--- config.mk ---
export PLATFORM = sky130hd
export DESIGN_NAME = psum_acc_sequencer
export DESIGN_NICKNAME = d
export VERILOG_FILES = /design/src/rtl/psum_acc_sequencer.sv
export SDC_FILE = /design/constraint.sdc
export NUM_CORES = 1
export LEC_CHECK = 0
export BUFFER_PORTS_ARGS = -buffer_cell sky130_fd_sc_hd__buf_2
export CAP_MARGIN = 20
export CORE_AREA = 2 2 226 228
export DETAILED_ROUTE_END_ITERATION = 7
export DIE_AREA = 0 0 228 230
export GPL_ROUTABILITY_DRIVEN = 0
export HOLD_SLACK_MARGIN = 0.08
export PLACE_DENSITY_LB_ADDON = 0.25
export SLEW_MARGIN = 20
export SYNTH_ARGS = -nofsm -noshare
export SYNTH_HDL_FRONTEND = slang
export SYNTH_SLANG_ARGS = --single-unit
export TNS_END_PERCENT = 20
--- constraint.sdc ---
create_clock -name clk -period 2.72 [get_ports clk]
set_input_delay 0.136 -clock clk [delete_from_list [all_inputs] [get_ports clk]]
set_output_delay 0.136 -clock clk [all_outputs]
set_load 0.005 [all_outputs]
--- src/rtl/psum_acc_sequencer.sv ---
// Partial-sum accumulation sequencer: streams groups of psum rows from psum SRAM into the
// SFU with the acc pulse train and writes each ReLU'd SFU result back to output SRAM.
module psum_acc_sequencer #(
  parameter int col     = 8,
  parameter int psum_bw = 16,
  parameter int addr_bw = 11,
  parameter int cnt_bw  = 8
) (
  input  logic                     clk,
  input  logic                     reset,
  input  logic                     start_i,
  input  logic [addr_bw-1:0]       psum_base_i,
  input  logic [addr_bw-1:0]       out_base_i,
  input  logic [cnt_bw-1:0]        num_psum_i,
  input  logic [cnt_bw-1:0]        num_out_i,
  output logic                     pmem_cen_o,
  output logic [addr_bw-1:0]       pmem_addr_o,
  input  logic [col*psum_bw-1:0]   pmem_rdata_i,
  output logic                     acc_o,
  output logic [col*psum_bw-1:0]   psum_o,
  input  logic [col*psum_bw-1:0]   sfu_psum_i,
  output logic                     omem_cen_o,
  output logic                     omem_wen_o,
  output logic [addr_bw-1:0]       omem_addr_o,
  output logic [col*psum_bw-1:0]   omem_wdata_o,
  output logic                     busy_o,
  output logic                     done_o
);

  localparam logic [1:0] S_IDLE  = 2'd0;
  localparam logic [1:0] S_RUN   = 2'd1;
  localparam logic [1:0] S_DRAIN = 2'd2;
  localparam logic [1:0] S_DONE  = 2'd3;

  localparam logic [addr_bw-1:0] ADDR_ONE = addr_bw'(1);
  localparam logic [cnt_bw-1:0]  CNT_ONE  = cnt_bw'(1);

  logic [1:0]        state;
  logic [cnt_bw-1:0] num_psum_q;
  logic [cnt_bw-1:0] num_out_q;
  logic [cnt_bw-1:0] rd_idx;
  logic [cnt_bw-1:0] grp_idx;
  logic [cnt_bw-1:0] wr_cnt;
  logic              acc_d1;
  logic              wr_fire;

  // A write is due one cycle after acc falls: acc high two cycles back, low last cycle.
  assign wr_fire = acc_d1 & ~acc_o;

  // NOTE: every register below uses non-blocking assignment so all state updates see the
  // pre-edge values; blocking here would make acc_o/acc_d1 collapse into one stage.
  always_ff @(posedge clk or posedge reset) begin
    if (reset) begin
      acc_o      <= 1'b0;
      acc_d1     <= 1'b0;
      omem_cen_o <= 1'b1;
    end else begin
      acc_o      <= ~pmem_cen_o;
      acc_d1     <= acc_o;
      omem_cen_o <= ~wr_fire;
    end
  end

  always_ff @(posedge clk or posedge reset) begin
    if (reset) begin
      omem_addr_o <= '0;
      wr_cnt      <= '0;
    end else if (state == S_IDLE && start_i) begin
      omem_addr_o <= out_base_i;
      wr_cnt      <= '0;
    end else if (!omem_cen_o) begin
      omem_addr_o <= omem_addr_o + ADDR_ONE;
      wr_cnt      <= wr_cnt + CNT_ONE;
    end
  end

  // Read address just increments across reads and bubbles, which yields base + g*N + k
  // without any multiplier; it wraps naturally at 2^addr_bw.
  always_ff @(posedge clk or posedge reset) begin
    if (reset) begin
      state       <= S_IDLE;
      num_psum_q  <= '0;
      num_out_q   <= '0;
      rd_idx      <= '0;
      grp_idx     <= '0;
      pmem_cen_o  <= 1'b1;
      pmem_addr_o <= '0;
    end else begin
      case (state)
        S_IDLE: begin
          if (start_i) begin
            num_psum_q  <= num_psum_i;
            num_out_q   <= num_out_i;
            rd_idx      <= '0;
            grp_idx     <= '0;
            pmem_addr_o <= psum_base_i;
            if (num_psum_i == '0 || num_out_i == '0) begin
              state <= S_DONE;
            end else begin
              state      <= S_RUN;
              pmem_cen_o <= 1'b0;
            end
          end
        end
        S_RUN: begin
          if (!pmem_cen_o) begin
            pmem_addr_o <= pmem_addr_o + ADDR_ONE;
            if (rd_idx == num_psum_q - CNT_ONE) begin
              pmem_cen_o <= 1'b1;
            end else begin
              rd_idx <= rd_idx + CNT_ONE;
            end
          end else if (grp_idx == num_out_q - CNT_ONE) begin
            state <= S_DRAIN;
          end else begin
            grp_idx    <= grp_idx + CNT_ONE;
            rd_idx     <= '0;
            pmem_cen_o <= 1'b0;
          end
        end
        S_DRAIN: begin
          if (!omem_cen_o && wr_cnt == num_out_q - CNT_ONE) begin
            state <= S_DONE;
          end
        end
        default: begin
          state <= S_IDLE;
        end
      endcase
    end
  end

  assign psum_o       = acc_o ? pmem_rdata_i : '0;
  assign omem_wen_o   = omem_cen_o;
  assign omem_wdata_o = sfu_psum_i;
  assign busy_o       = (state != S_IDLE);
  assign done_o       = (state == S_DONE);

endmodule

==> results.yml, run 1 <==
critical_path:
  required_ns: 2.99
  reg2regPathDepth: 7
  path_class: "register to register"
  start_kind: "register"
  path_max_fanout: 13
  setup.worst_path.start: "num_out_q[0]"
  crit_path_end_kind: "register"
  crit_arrival_ns: 2.83
  timing.rr.start: "num_out_q[0]"
power_and_ir_drop:
  ir_drop_mv: 0.357
  powerDensity_nw_per_um2: 730
  p_leak_nw: 3.69
layout:
  finalNetCount: 1280
  drive_gt1_frac: 0.380
  syn2layout_area_growth_pct: 36.8
  nFillCells: 5759
status:
  status: "complete, no violations"
flow_run:
  maxCapViolations: 0
sta:
  timing.hold.ws_ns: 0.106
  period_share: 0.943
  slew_headroom: 0.462
  fin_setup_tns_ns: 0
  maxSlewViolCount: 0
  hold_violations: 0
  fin_skew_ns: 0.00927
  max_freq_mhz: 390
  tightest_slew_ns: 0.807
  rsz0062_at_grt: "no"
  period_needed_ns: 2.57
  setup_viol: 0
synth:
  syn-cell-area_um2: 5940
  synth_xor_area_frac: 0.0731
  syn-num-nets: 1055
  synth.area.mux_share: 0.0118
  syn_inst: 747
  yosys.area_share.simple: 0.307
  synth_compound_area_frac: 0.103
  synth-seq-cells: 68
  avgSynthCellArea_um2: 7.95
  synth_top_family_by_area: "simple AND/OR/NAND/NOR gates"
  ys_seq_area_frac: 0.287
  synth_adder_area_share: 0.0232
  synth_warnings: 0
  yosysUniqueCellTypes: 51
clocking:
  cts_tree: "done"
  cts_num_sinks: 68
  cts_root_buf: "clkbuf_16"
  worst_skew_pair.late_latency_ns: 0.35
  cts.reportedPaths.clkPinSlew_ns: 0.06
  cts_setup_buffers: 0
  cts_made_buffers: 9
  cts_buffer_depth: 2
  h-tree-depth: 3
global_routing:
  antenna_found_initial: 8
  grt_max_degree: 102
  first_global_vias: 6092
  grt_pass1_wl_um: 38600
  grt_overflow: 0
  track_usage: 0.0981
die:
  start_util: 0.119
  rows: 82
  die_height_um: 230
  core_area_um2: 49900
  pin_count: 581
  die_x_um: 228
  dieArea_um2: 52400
drt:
  via_per_inst: 3.57
  first_pass_iters: 4
  wl_um: 26700
  wire_per_inst_um: 16.2
  drc: 0
  drt_iter0_markers: 190
  via_count: 5907
  antenna_left: 0
hold_path:
  min_path_cells: 3
  min_from: "psum_base_i[4]"
  min_path_type: "input port to register"
placed_design:
  io_buffers: 324
  place_hpwl_um: 22400
==> report_power, final <==
part	switching (mW)	internal, mW
logic	1.61	1.30
clock network	0.466	0.823
registers	0.401	1.33
==> state kept, by name, indices dropped and copies added, names as in the netlist <==
register     flops
omem_addr_o     11
pmem_addr_o     11
grp_idx          8
num_out_q        8
num_psum_q       8
rd_idx           8
wr_cnt           8
state            2
acc_d1           1
acc_o            1
omem_cen_o       1
pmem_cen_o       1
==> layer usage <==
layer	global-route usage	part of all wire	up-vias
met5	0	0.00097	-
met1	0.105	0.38	2725
met3	0.0501	0.11	29
met2	0.171	0.49	350
met4	0.0249	0.019	4
li1	-	-	2799
==> worst max-delay path, stage by stage (launching register included) <==
cell and delay, ns:
dfrtp_1 0.39, or3_1 0.45, or3_1 0.36, and4_4 0.21, o2111ai_4 0.25, a21oi_4 0.15, or4_1 0.52, a21oi_1 0.16
==> kinds of logic (layout without fill, tap and decap cells) <==
kind of cell / after synthesis / count (layout)
AND/OR/NAND/NOR: 337 / 337
multiplexers: 7 / 7
other: 0 / 5
buffers and inverters: 176 / 405
flip-flops: 68 / 68
adder cells (fa/ha/maj): 11 / 11
XOR/XNOR: 48 / 48
AO/OA/AOI/OAI: 100 / 100
==> synth_stat cells (all sizes together) <==
| cell | instances | area, um2 |
|---|---|---|
| and4 | 2 | 20.0 |
| and4b | 3 | 30.0 |
| inv | 16 | 60.1 |
| nor3 | 5 | 25.0 |
| o2bb2ai | 4 | 35.0 |
| nor4b | 1 | 8.76 |
| a211oi | 1 | 7.51 |
| o32ai | 3 | 26.3 |
| nor2b | 6 | 37.5 |
| o211ai | 1 | 7.51 |
| a2bb2oi | 1 | 8.76 |
| or3 | 6 | 37.5 |
| o31ai | 8 | 60.1 |
| or2 | 1 | 6.26 |
| o2111ai | 3 | 43.8 |
| and3b | 1 | 8.76 |
| nand4 | 4 | 25.0 |
| o22ai | 6 | 37.5 |
| nand2 | 86 | 323 |
| o21ai | 36 | 180 |
| nand3 | 20 | 100 |
| nand2b | 5 | 31.3 |
| xnor2 | 26 | 228 |
| ha | 11 | 138 |
| or3b | 1 | 8.76 |
| dfrtp | 66 | 1650 |
| nand4b | 1 | 8.76 |
| buf | 131 | 991 |
| clkbuf | 29 | 109 |
| o311ai | 1 | 8.76 |
| xor2 | 21 | 184 |
| a31o | 1 | 8.76 |
| nor3b | 1 | 7.51 |
| nor4 | 9 | 62.6 |
| nand3b | 3 | 22.5 |
| xnor3 | 1 | 22.5 |
| mux2i | 7 | 70.1 |
| nor2 | 35 | 131 |
| dfstp | 2 | 52.6 |
| or4 | 5 | 37.5 |
| and3 | 12 | 75.1 |
| o2111a | 1 | 11.3 |
| and2 | 130 | 813 |
| a21oi | 34 | 174 |
==> layout by cell type, fill, tap and decap left out, types with 20 or more instances in the layout <==
cell type	n
a21oi_1	33
and2_1	130
buf_2	324
dfrtp_1	65
dlygate4sd3_1	31
nand2_1	86
nand3_1	20
nor2_1	35
o21ai_0	30
xnor2_1	26
xor2_1	21
==> cell type report <==
class | count | area, um2 | area share
inverter | 16 | 60.1 | 0.00739
tap | 672 | 841 | 0.104
clock inverter | 4 | 73.8 | 0.00909
timing repair buffer | 374 | 2070 | 0.255
antenna | 5 | 12.5 | 0.00154
sequential | 68 | 1710 | 0.210
multi-input combinational | 503 | 3110 | 0.383
clock buffer | 11 | 243 | 0.0299
==> through the flow <==
| step | cells | power, mW | util | worst slack [ns] | instance area [um2] |
|---|---|---|---|---|---|
| after detailed placement | 1602 | 4.64 | 0.149 | 0.0996 | 7440 |
| after floorplan | 747 | 3.57 | - | 0.281 | 5940 |
| final | 1653 | 5.93 | 0.163 | 0.154 | 8120 |
| after global placement | 1602 | 4.63 | 0.149 | 0.131 | 7440 |
| after CTS | 1648 | 6.04 | 0.162 | 0.0815 | 8070 |
| after global routing | 1650 | 6.51 | 0.163 | 0.00254 | 8110 |
==> worst paths after layout <==
check | end | slack (ns)
worst max-delay path | grp_idx[6] | 0.15
worst min-delay path | pmem_addr_o[4] | 0.11
worst max register to register | grp_idx[6] | 0.15
worst min register to register | omem_cen_o | 0.38
max in group asynchronous | wr_cnt[5] | 1.86
min in group asynchronous | rd_idx[7] | 0.45
==> timing repair <==
| item | CTS | global route |
|---|---|---|
| hold buffers | 31 | 0 |
| endpoints found under the hold margin | 96 | 0 |
| endpoints found under the setup margin | 0 | 15 |
| resized for setup | 0 | 6 |
Power figures use the tool's default switching activity.
==> inputs of run 2 (changes only) <==
--- a/config.mk
+++ b/config.mk
@@ -7,9 +7,11 @@
 export LEC_CHECK = 0
 export BUFFER_PORTS_ARGS = -buffer_cell sky130_fd_sc_hd__buf_2
 export CAP_MARGIN = 20
-export CORE_AREA = 2 2 226 228
+export CELL_PAD_IN_SITES_DETAIL_PLACEMENT = 1
+export CELL_PAD_IN_SITES_GLOBAL_PLACEMENT = 1
+export CORE_AREA = 2 2 228 230
 export DETAILED_ROUTE_END_ITERATION = 7
-export DIE_AREA = 0 0 228 230
+export DIE_AREA = 0 0 230 232
 export GPL_ROUTABILITY_DRIVEN = 0
 export HOLD_SLACK_MARGIN = 0.08
 export PLACE_DENSITY_LB_ADDON = 0.25
==> results.yml, run 2 (same netlist as run 1, synthesis figures left out) <==
critical_path:
  cpPeakStageDelay_ns: 0.52
  critPathMostFrequentCell: "or3_1"
  critPathTopFamily: "simple AND/OR/NAND/NOR gates"
  required_ns: 2.99
  start_kind: "register"
  crit_arrival_ns: 2.83
  slowest_stage: "or4_1"
  critPathBufInv: 0
  reg2regPathDepth: 7
  timing.rr.start: "num_out_q[0]"
  crit_chain: "or3_1 > or3_1 > and4_4 > o2111ai_4 > a21oi_4 > or4_1 > a21oi_1"
  path_max_fanout: 11
  rrSetupSlack_ns: 0.16
  r2r-end: "grp_idx[6]"
  crit_path_end_kind: "register"
  path_class: "register to register"
layout:
  nFillCells: 6220
  layout_commonest_cell: "buf_2"
  fin_util: 0.160
  drive_gt1_frac: 0.384
  regArea_um2: 1710
  top_regs: "omem_addr_o (11), pmem_addr_o (11)"
  layout_common_cells: "buf_2 (324), and2_1 (130), nand2_1 (86), dfrtp_1 (65), nor2_1 (35)"
  syn2layout_area_growth_pct: 37.3
  finalNetCount: 1283
  multi_input_area_um2: 3090
global_routing:
  grt_pass1_wl_um: 43700
  grt_max_degree: 69
  antenna_found_initial: 13
  first_global_vias: 6425
  grt_overflow: 0
  track_usage: 0.112
sta:
  hold_violations: 0
  rsz0062_at_grt: "yes"
  maxSlewViolCount: 0
  fin_ws_ns: 0.159
  fin_skew_ns: 0.0106
  timing.hold.ws_ns: 0.0986
  setup_viol: 0
  max_freq_mhz: 390
  slew_headroom: 0.510
  period_needed_ns: 2.56
  tightest_slew_ns: 0.730
  period_share: 0.942
power_and_ir_drop:
  comb_power_share: 0.495
  p_leak_nw: 3.70
  power_frac_clock: 0.221
  ir_drop_mv: 0.283
  pwr-share-seq: 0.285
  power.share.switching: 0.422
  powerDensity_nw_per_um2: 741
  power.switching_mw: 2.55
  p_int_mw: 3.49
die:
  die_x_um: 230
  rows: 83
  core_area_um2: 50900
  start_util: 0.117
  dieArea_um2: 53400
  pin_count: 581
  die_height_um: 232
drt:
  drt_iter0_markers: 180
  first_pass_iters: 4
  via_per_inst: 3.58
  wire_per_inst_um: 18.4
  wl_um: 30600
  antenna_left: 0
  via_count: 5979
  drc: 0
flow_run:
  maxCapViolations: 0
hold_path:
  min_path_cells: 3
  min_from: "num_out_i[2]"
  hold_end: "num_out_q[2]"
  min_path_type: "input port to register"
status:
  status: "complete, no violations"
clocking:
  cts_num_sinks: 68
  cts_made_buffers: 9
  h-tree-depth: 3
  cts_tree: "done"
  cts.reportedPaths.clkPinSlew_ns: 0.06
  cts_buffer_depth: 2
  cts_setup_buffers: 0
  worst_skew_pair.late_latency_ns: 0.35
  cts_root_buf: "clkbuf_16"
placed_design:
  io_buffers: 324
  pre_cts_ws_ns: 0.0951
  place_hpwl_um: 25900
## run 2: cell types whose count changed in the layout (fill, tap and decap cells not counted), sizes merged
| cell | before | now |
|---|---|---|
| clkinv | 2 | 0 |
| dlygate4sd3 | 31 | 27 |
| clkinvlp | 0 | 2 |
| buf | 343 | 350 |
| diode | 5 | 8 |
| inv | 16 | 17 |
## run 2: repair_timing
action / 4_1_cts / 5_1_grt
endpoints found under the setup margin: 0 / 11
endpoints found under the hold margin: 92 / 0
resized for setup: 0 / 3
hold buffers: 27 / 0
## run 2: worst min-delay path, stage by stage
cell,delay (ns)
buf_2,0.11
nand2_1,0.07
o21ai_0,0.08
## run 2: area by class of cell
type / count / share of cell area
clock buffer: 11 / 0.0298
inverter: 16 / 0.00737
tap: 680 / 0.104
sequential: 68 / 0.210
clock inverter: 5 / 0.0103
antenna: 8 / 0.00246
timing repair buffer: 377 / 0.258
multi-input combinational: 503 / 0.379
## run 2: through the flow
step	instances	power [mW]	area, um2	TNS, ns
6_report	1668	6.04	8150	0
5_1_grt	1662	6.62	8140	-0.0124
4_1_cts	1660	6.19	8120	0
3_5_place_dp	1617	4.75	7520	0
3_3_place_gp	1617	4.72	7520	0
2_1_floorplan	747	3.57	5940	0
## run 2: worst max-delay path by stage
stage | slack [ns] | cells past startpoint | endpoint | from
2_1_floorplan | 0.28 | 8 | grp_idx[6] | num_out_q[0]
3_3_place_gp | 0.11 | 8 | grp_idx[6] | num_out_q[0]
3_5_place_dp | 0.1 | 8 | grp_idx[7] | num_out_q[0]
4_1_cts | 0.06 | 8 | grp_idx[6] | num_out_q[0]
5_1_grt | -0.01 | 9 | state[1] | state[0]
6_report | 0.16 | 7 | grp_idx[6] | num_out_q[0]
## run 2: power groups by stage
stage               Combinational [mW]  Clock (mW)  Sequential [mW]
global placement                  2.98           0             1.74
global route                      3.39        1.44             1.79
finish                            2.99        1.33             1.72
detailed placement                3.01           0             1.74
floorplan                         1.92           0             1.64
CTS                               3.05        1.40             1.73
## run 2: layer usage
metal	track usage	share of wire	vias up
li1	-	-	2812
met1	0.113	0.37	2783
met2	0.202	0.51	337
met3	0.0535	0.10	39
met4	0.0343	0.021	8
met5	0.00643	0.0025	-
==> inputs of run 3 (changes only) <==
--- a/config.mk
+++ b/config.mk
@@ -5,13 +5,14 @@
 export SDC_FILE = /design/constraint.sdc
 export NUM_CORES = 1
 export LEC_CHECK = 0
+export ABC_AREA = 1
 export BUFFER_PORTS_ARGS = -buffer_cell sky130_fd_sc_hd__buf_2
 export CAP_MARGIN = 20
 export CELL_PAD_IN_SITES_DETAIL_PLACEMENT = 1
 export CELL_PAD_IN_SITES_GLOBAL_PLACEMENT = 1
-export CORE_AREA = 2 2 228 230
+export CORE_AREA = 2 2 224 226
 export DETAILED_ROUTE_END_ITERATION = 7
-export DIE_AREA = 0 0 230 232
+export DIE_AREA = 0 0 226 228
 export GPL_ROUTABILITY_DRIVEN = 0
 export HOLD_SLACK_MARGIN = 0.08
 export PLACE_DENSITY_LB_ADDON = 0.25
==> results.yml, run 3 <==
status:
  status: "complete, no violations"
synth:
  synth_warnings: 0
  avgSynthCellArea_um2: 6.22
  yosys-top-cells-count: "nand2_1 (297), inv_1 (206), buf_4 (129)"
  synthFlopType: "dfrtp_1"
  yosys-top-cells-area: "dfrtp_1 (26%), nand2_1 (17%), buf_4 (15%), inv_1 (12%), nand3_1 (4.7%)"
  ys_seq_area_frac: 0.264
  yosys.area.top_type: "dfrtp_1"
  yosysTopAreaCellShare: 0.256
  synth-seq-cells: 68
  syn-cell-area_um2: 6450
  yosysMostFrequentCell: "nand2_1"
  syn_inst: 1037
  async_reset_ff_frac: 1.00
  yosysUniqueCellTypes: 42
  syn-num-nets: 1345
  synth_enable_flop_cells: 0
sta:
  fin_skew_ns: 0.0149
  maxSlewViolCount: 0
  fin_setup_tns_ns: 0
  rsz0062_at_grt: "no"
  period_share: 0.875
  max_freq_mhz: 420
  setup_viol: 0
  period_needed_ns: 2.38
  hold_violations: 0
  timing.hold.ws_ns: 0.101
  slew_headroom: 0.513
  tightest_slew_ns: 0.730
die:
  rows: 82
  core_area_um2: 49300
  start_util: 0.131
  dieArea_um2: 51500
  die_x_um: 226
  die_height_um: 228
  pin_count: 581
layout:
  drive_gt1_frac: 0.298
  fin_util: 0.171
  nFillCells: 6208
  layout_common_cells: "buf_2 (324), nand2_1 (297), inv_1 (205), nor2_1 (66), dfrtp_1 (65)"
  syn2layout_area_growth_pct: 31.2
  finalNetCount: 1557
  top_regs: "omem_addr_o (11), pmem_addr_o (11)"
  layout_commonest_cell: "buf_2"
critical_path:
  crit_path_end_kind: "register"
  crit_arrival_ns: 2.62
  path_max_fanout: 14
  critPathTopFamily: "simple AND/OR/NAND/NOR gates"
  timing.rr.start: "num_out_q[0]"
  start_kind: "register"
  required_ns: 2.96
  setup.worst_path.start: "num_out_q[0]"
  critPathBufInv: 1
  crit_chain: "inv_2 > ha_1 > nand2_1 > nand3_1 > nand2_1 > nor2_1 > nand2_1 > nor2_1 > nand4_1 > nand2_2 > nand2_2 > nand2_1 > nand2_1"
  cpPeakStageDelay_ns: 0.42
  slowest_stage: "dfrtp_1"
  critPathMostFrequentCell: "nand2_1"
  path_class: "register to register"
drt:
  antenna_left: 0
  via_count: 7110
  first_pass_iters: 5
  drc: 0
  wl_um: 33000
  via_per_inst: 3.69
  wire_per_inst_um: 17.1
  drt_iter0_markers: 235
global_routing:
  antenna_found_initial: 8
  grt_max_degree: 59
  grt_pass1_wl_um: 48700
  track_usage: 0.128
  grt_overflow: 0
  first_global_vias: 7605
hold_path:
  min_path_type: "input port to register"
  min_from: "psum_base_i[1]"
flow_run:
  maxCapViolations: 0
power_and_ir_drop:
  total_power_mw: 6.26
  powerDensity_nw_per_um2: 740
  power.switching_mw: 3.01
  power_frac_clock: 0.187
  p_int_mw: 3.25
  ir_drop_mv: 0.343
  p_leak_nw: 4.98
  comb_power_share: 0.528
  power.share.switching: 0.481
  pwr-share-seq: 0.286
clocking:
  cts_num_sinks: 68
  post_cts_resized: 0
  cts_made_buffers: 9
  cts_buffer_depth: 2
  cts_root_buf: "clkbuf_16"
  cts_tree: "done"
  cts_setup_buffers: 0
  cts.reportedPaths.clkPinSlew_ns: 0.06
  h-tree-depth: 3
  worst_skew_pair.late_latency_ns: 0.36
  holdBufCountCts: 26
placed_design:
  place_hpwl_um: 28000
  io_buffers: 324
-- run 3: worst paths after layout --
kind	endpoint	slack, ns	cells past startpoint
setup / recovery	rd_idx[0]	0.34	13
hold / removal	pmem_addr_o[1]	0.10	3
setup reg to reg	rd_idx[0]	0.34	13
hold reg to reg	omem_cen_o	0.37	1
max in group asynchronous	pmem_cen_o	1.40	4
min in group asynchronous	num_out_q[0]	0.45	3
-- run 3: cell type report --
cell class	instances	area (um2)	area share
Antenna cell	1	2.50	0.000296
Clock buffer	11	253	0.0299
Clock inverter	4	25.0	0.00296
Inverter	212	796	0.0940
Multi-Input combinational cell	596	2840	0.336
Sequential cell	68	1710	0.202
Tap cell	672	841	0.0994
Timing Repair Buffer	362	2000	0.236
-- run 3: metrics by stage --
stage	std cells	worst slack (ns)	cell area (um2)
2_1_floorplan	1037	0.800	6450
3_3_place_gp	1884	0.394	7920
3_5_place_dp	1884	0.338	7920
4_1_cts	1925	0.303	8460
5_1_grt	1925	0.0208	8460
6_report	1926	0.339	8460
-- run 3: routing by layer --
metal  track usage  up-vias  wire, um
met5        0.0218        -       214
met3        0.0576       42      3220
li1              -     3414         -
met2         0.203      317     15000
met1         0.155     3321     14100
met4        0.0277       16       477
-- run 3: power groups by stage --
stage | Clock, mW | Sequential (mW) | Combinational [mW]
after floorplan | 0 | 1.66 | 2.33
after global placement | 0 | 1.81 | 3.31
after detailed placement | 0 | 1.81 | 3.35
after CTS | 1.23 | 1.81 | 3.40
after global routing | 1.26 | 1.87 | 3.82
final | 1.17 | 1.79 | 3.30
-- run 3: worst register-to-register path: stages, from the launching register on --
cell and delay [ns]:
dfrtp_1 0.42, inv_2 0.14, ha_1 0.35, nand2_1 0.13
nand3_1 0.11, nand2_1 0.07, nor2_1 0.09, nand2_1 0.05
nor2_1 0.15, nand4_1 0.16, nand2_2 0.26, nand2_2 0.19
nand2_1 0.10, nand2_1 0.05
-- run 3: cell families after synthesis --
group | count (synthesis) | share of synthesized area
simple gates | 471 | 0.305
buf+inv | 373 | 0.295
compound gates | 90 | 0.0770
flops | 68 | 0.264
xor+xnor | 24 | 0.0369
fa+ha+maj | 11 | 0.0213
